$ cat src/rtl/spart_pkg.sv
// spart_pkg: shared definitions for the serial transmitter.
//   state_t           - transmit FSM states (IDLE, START, DATA, STOP)
//   DATA_BITS         - data bits per frame
//   STOP_BITS         - stop bits per frame
//   IDLE_LEVEL        - serial line level when idle and during the stop bit
//   DEFAULT_BAUD_DIV  - default clk cycles per serial bit period
package spart_pkg;

    typedef enum logic [1:0] {
        IDLE  = 2'd0,
        START = 2'd1,
        DATA  = 2'd2,
        STOP  = 2'd3
    } state_t;

    localparam int unsigned DATA_BITS        = 8;
    localparam int unsigned STOP_BITS        = 1;
    localparam logic        IDLE_LEVEL       = 1'b1;
    localparam logic [15:0] DEFAULT_BAUD_DIV = 16'd326;

endpackage

$ cat src/rtl/spart_tx_fifo.sv
// spart_tx_fifo: byte FIFO feeding the serial transmitter.
//   clk   - clock, rising edge
//   rst   - asynchronous active-low reset (empties the FIFO)
//   push  - enqueue din; ignored while the FIFO is full
//   pop   - dequeue the head byte; ignored while the FIFO is empty
//   din   - byte to enqueue
//   dout  - head byte (valid while empty=0)
//   full  - registered, high when occupancy == DEPTH
//   empty - high when occupancy == 0
module spart_tx_fifo #(
    parameter int unsigned DEPTH = 8
) (
    input  logic       clk,
    input  logic       rst,
    input  logic       push,
    input  logic       pop,
    input  logic [7:0] din,
    output logic [7:0] dout,
    output logic       full,
    output logic       empty
);

    localparam int unsigned AW       = $clog2(DEPTH);
    localparam logic [AW:0] FULL_CNT = (AW+1)'(DEPTH);

    logic [7:0]    mem [DEPTH];
    logic [AW-1:0] wr_ptr;
    logic [AW-1:0] rd_ptr;
    logic [AW:0]   count;
    logic [AW:0]   count_next;
    logic          do_push;
    logic          do_pop;

    // Acceptance depends only on pre-edge occupancy, so a push into a full
    // FIFO is dropped even when a pop frees a slot on the same edge.
    assign do_push = push && (count != FULL_CNT);
    assign do_pop  = pop && (count != '0);

    always_comb begin
        count_next = count;
        case ({do_push, do_pop})
            2'b10:   count_next = count + (AW+1)'(1);
            2'b01:   count_next = count - (AW+1)'(1);
            default: count_next = count;
        endcase
    end

    always_ff @(posedge clk) begin
        if (do_push) begin
            mem[wr_ptr] <= din;
        end
    end

    always_ff @(posedge clk or negedge rst) begin
        if (!rst) begin
            wr_ptr <= '0;
            rd_ptr <= '0;
            count  <= '0;
            full   <= 1'b0;
        end else begin
            if (do_push) begin
                wr_ptr <= wr_ptr + AW'(1);
            end
            if (do_pop) begin
                rd_ptr <= rd_ptr + AW'(1);
            end
            count <= count_next;
            full  <= (count_next == FULL_CNT);
        end
    end

    assign empty = (count == '0);
    assign dout  = mem[rd_ptr];

endmodule

$ cat src/rtl/spart_tx.sv
// spart_tx: FIFO-buffered asynchronous serial transmitter (8N1, LSB first).
//   clk       - clock, rising edge
//   rst       - asynchronous active-low reset; aborts any frame, empties FIFO
//   send      - enqueue strobe for send_data
//   send_data - byte to enqueue
//   full      - FIFO holds FIFO_DEPTH bytes; further sends are dropped
//   TxD       - serial output, registered, idle high
//   tx_idle   - FSM idle and FIFO empty
module spart_tx
    import spart_pkg::*;
#(
    parameter logic [15:0] BAUD_DIV   = DEFAULT_BAUD_DIV,
    parameter int unsigned FIFO_DEPTH = 8
) (
    input  logic       clk,
    input  logic       rst,
    input  logic       send,
    input  logic [7:0] send_data,
    output logic       full,
    output logic       TxD,
    output logic       tx_idle
);

    state_t      state;
    logic [15:0] baud_cnt;
    logic [2:0]  bit_idx;
    logic [7:0]  shift_reg;
    logic        baud_end;
    logic        fifo_pop;
    logic        fifo_empty;
    logic [7:0]  fifo_dout;

    spart_tx_fifo #(
        .DEPTH (FIFO_DEPTH)
    ) u_fifo (
        .clk   (clk),
        .rst   (rst),
        .push  (send),
        .pop   (fifo_pop),
        .din   (send_data),
        .dout  (fifo_dout),
        .full  (full),
        .empty (fifo_empty)
    );

    assign baud_end = (baud_cnt == BAUD_DIV - 16'd1);

    // Head byte is taken from IDLE, or at the end of STOP so frames run
    // back to back with no idle gap.
    assign fifo_pop = !fifo_empty &&
                      ((state == IDLE) || ((state == STOP) && baud_end));

    assign tx_idle = (state == IDLE) && fifo_empty;

    always_ff @(posedge clk or negedge rst) begin
        if (!rst) begin
            state     <= IDLE;
            baud_cnt  <= '0;
            bit_idx   <= '0;
            shift_reg <= '0;
            TxD       <= IDLE_LEVEL;
        end else begin
            case (state)
                IDLE: begin
                    baud_cnt <= '0;
                    if (fifo_pop) begin
                        shift_reg <= fifo_dout;
                        bit_idx   <= '0;
                        state     <= START;
                        TxD       <= 1'b0;
                    end
                end

                START: begin
                    baud_cnt <= baud_end ? '0 : baud_cnt + 16'd1;
                    if (baud_end) begin
                        state <= DATA;
                        TxD   <= shift_reg[0];
                    end
                end

                DATA: begin
                    baud_cnt <= baud_end ? '0 : baud_cnt + 16'd1;
                    if (baud_end) begin
                        shift_reg <= {1'b0, shift_reg[7:1]};
                        bit_idx   <= bit_idx + 3'd1;
                        if (bit_idx == 3'(DATA_BITS - 1)) begin
                            state <= STOP;
                            TxD   <= IDLE_LEVEL;
                        end else begin
                            // shift_reg[1] becomes shift_reg[0] on this edge
                            TxD <= shift_reg[1];
                        end
                    end
                end

                STOP: begin
                    baud_cnt <= baud_end ? '0 : baud_cnt + 16'd1;
                    if (baud_end) begin
                        if (fifo_pop) begin
                            shift_reg <= fifo_dout;
                            bit_idx   <= '0;
                            state     <= START;
                            TxD       <= 1'b0;
                        end else begin
                            state <= IDLE;
                            TxD   <= IDLE_LEVEL;
                        end
                    end
                end

                default: begin
                    state <= IDLE;
                    TxD   <= IDLE_LEVEL;
                end
            endcase
        end
    end

endmodule

$ cat config.mk
export PLATFORM = sky130hd
export DESIGN_NAME = spart_tx
export DESIGN_NICKNAME = d
export VERILOG_FILES = /design/src/rtl/spart_pkg.sv /design/src/rtl/spart_tx_fifo.sv /design/src/rtl/spart_tx.sv
export SDC_FILE = /design/constraint.sdc
export NUM_CORES = 1
export LEC_CHECK = 0
export CORE_UTILIZATION = 55
export DETAILED_ROUTE_END_ITERATION = 16
export HOLD_SLACK_MARGIN = 0.03
export PLACE_DENSITY = 0.72
export SYNTH_ARGS = -nofsm -noshare
export SYNTH_HDL_FRONTEND = slang
export SYNTH_HIERARCHICAL = 1
export SYNTH_SLANG_ARGS = --single-unit
$ cat constraint.sdc
create_clock -name clk -period 9.53 [get_ports clk]
set_input_delay 1.906 -clock clk [delete_from_list [all_inputs] [get_ports clk]]
set_output_delay 1.906 -clock clk [all_outputs]
set_load 0.02 [all_outputs]
==> reports/summary.txt <==
Setup crit end = tx_idle
internal power = 0.7035 mW
Reg2Reg Depth = 13
Die H = 95.75 um
Worst Clk Skew = 16.73 ps
Final HPWL DP = 5.344 mm
Vias = 2661
fmax = 249.1 MHz
global route overflow = 0
DRC viols = 0
register area = 2949 sq um
Netlist cell types = 49
Final Non-Filler Cells = 454
Area Growth Syn to Fin = 8.335%
Antenna Cells = 0
Worst Path Max Fanout = 8
Initial Utilization = 57.95%
RD Place Congestion = 0.7725
Pleak = 1.969 nW
pre-CTS setup slack = 5200 ps
layout cell share with drive strength beyond 1 = 15.19%
Hold WS = 515.2 ps
r2r endpoint = u_fifo/full
CP endpoint kind = output port
commonest non-fill, non-tap cell in the layout = edfxtp_1
Largest register FFs = 64
Sw Pwr = 0.2749 mW
Placed Area = 5042 sq um
Placed Cells = 438
most frequent cells in the layout = edfxtp_1, dfrtp_1, nor2_1
Reg-to-Reg Start = baud_cnt[5]
Crit path required time = 7620 ps
DR WL/cell = 17.92 um
clk_lat worst skew = 370 ps
sw frac = 28.10%
Logic pwr share = 14.1%
Data arrival, critical path = 2110 ps
number of fill cells = 623
final net count = 370
Primary FF master, synth = edfxtp_1
vias per inst = 5.861
EDFF count, synth = 64
Setup WS post-layout = 5516 ps
postcts setup bufs = 0
root buffer cell = clkbuf_8
Final Util = 62.78%
Clk pin slew, worst setup/hold paths = 110 ps
number of DRC markers in iteration 0 = 123
Tmin final = 4014 ps
Core ar. = 8341 sq um
Hold-fix buffers, CTS = 0
Seq pwr share = 58.4%
chip width = 95.75 um
Max rail drop VDD = 118.6 uV
total power = 0.9784 mW
max cap viols = 0
cts repair resizes = 0
Final Setup Violations = 0
TNS Setup = 0 ps
Final Hold Fails = 0
IO Count = 14
largest net degree at the start of global routing = 42
Port Buffers = 13
period utilization = 42.12%
Synth Net Count = 354
flops & latches, synth = 105
CP Launch Point = state[0]
cells after synthesis = 328
clock share of power = 27.5%
worst-margin pin slew = 922.7 ps
CTS Sinks = 105
Slew Limit Fails = 0
num rows = 33
initial antenna violation count = 0
R2R Setup Slk = 5590 ps
Final Instance Area = 5236 sq um
RSZ-0062 raised after global routing = false
final wirelength = 8.135 mm
drt pass-1 iters = 5
P per Cell Area = 186.8 nW/um^2
GR Util All Layers = 19.82%
Worst setup SP type = register
CP Class = reg2out
Hold Path Class = reg2reg
ANT nets after route = 0
relative slew slack = 38.26%
clock buffer depth = 2
first-pass GRT wire length = 13.21 mm
H-tree depth = 3
Post-Syn Area = 4833 sq um
syn_area_per_cell = 14.74 sq um
CTS buffer count = 9
asr flop ratio synth = 39.05%
full die area = 9167 sq um
vias in the first global route = 2678
CTS tree = yes
sequential fraction of the synthesis area = 61.01%
Ys Warns = 6
outcome = finished, final reports clean
Multi-input gate area = 1758 sq um
[synthesized netlist by cell type (all sizes together), types with 2 or more instances]
cell,instances,area (sq um)
nor4,3,25.02
ha,14,175.2
xnor2,10,87.58
or4b,2,20.02
inv,15,56.30
dfrtp,40,1001
o211ai,2,15.01
nand4,8,50.05
mux2i,2,20.02
edfxtp,64,1922
o31ai,4,43.79
nor3,6,30.03
nand2,17,63.81
a21oi,6,30.03
mux4,16,420.4
nand3,9,45.04
nand2b,5,31.28
buf,5,45.04
clkbuf,6,25.02
nor2,27,101.4
xor2,8,70.07
mux2,25,281.5
o21ai,9,45.04
or4,4,33.78
or2,2,12.51
and3,2,12.51
o21bai,3,22.52
[worst min-delay path by stage]
stage / from / end / slack, ps / cells past startpoint
global route: shift_reg[2] / shift_reg[2] / 530 / 1
detailed placement: shift_reg[2] / shift_reg[2] / 490 / 1
CTS: shift_reg[2] / shift_reg[2] / 520 / 1
global placement: shift_reg[2] / shift_reg[2] / 490 / 1
floorplan: shift_reg[2] / shift_reg[2] / 470 / 1
finish: shift_reg[2] / shift_reg[2] / 520 / 1
[layer usage]
layer	routed length (um)	track usage, %	part of all wire [%]	vias to the layer above
met2	4206	33.69	52	36
met3	214	4.818	2.6	8
li1	-	-	-	1282
met4	70	4.851	0.86	0
met5	0	0	0	-
met1	3644	25.78	45	1335
[critical path, cell delays in order, from the launching register on]
cell,delay [ps]
dfrtp_1,440
inv_1,140
ha_1,370
nand2_1,140
inv_1,70
clkdlybuf4s50_1,590
[kinds of logic after synthesis]
kind of cell / after synthesis / share of synthesized area (%)
AOI/OAI and AO/OA: 31 / 4.478
xor gates and xnor gates: 18 / 3.262
adders and majority gates: 15 / 4.038
buffers and inverters: 26 / 2.614
DFF: 105 / 61.01
muxes: 43 / 14.94
and+or+nand+nor: 90 / 9.656
[cell type report]
type,count,share of cell area [%]
tap,105,2.509
clock buffer,9,2.366
clock inverter,7,1.338
inverter,15,1.075
sequential,105,56.32
timing repair buffer,16,2.820
multi-input combinational,197,33.57
[power groups by stage]
stage,Combinational [mW],Clock (mW),Sequential (mW)
4_1_cts,0.140,0.278,0.571
5_1_grt,0.154,0.295,0.577
3_5_place_dp,0.140,0,0.581
2_1_floorplan,0.0966,0,0.571
3_3_place_gp,0.136,0,0.578
6_report,0.138,0.269,0.571
Power figures use the tool's default switching activity.
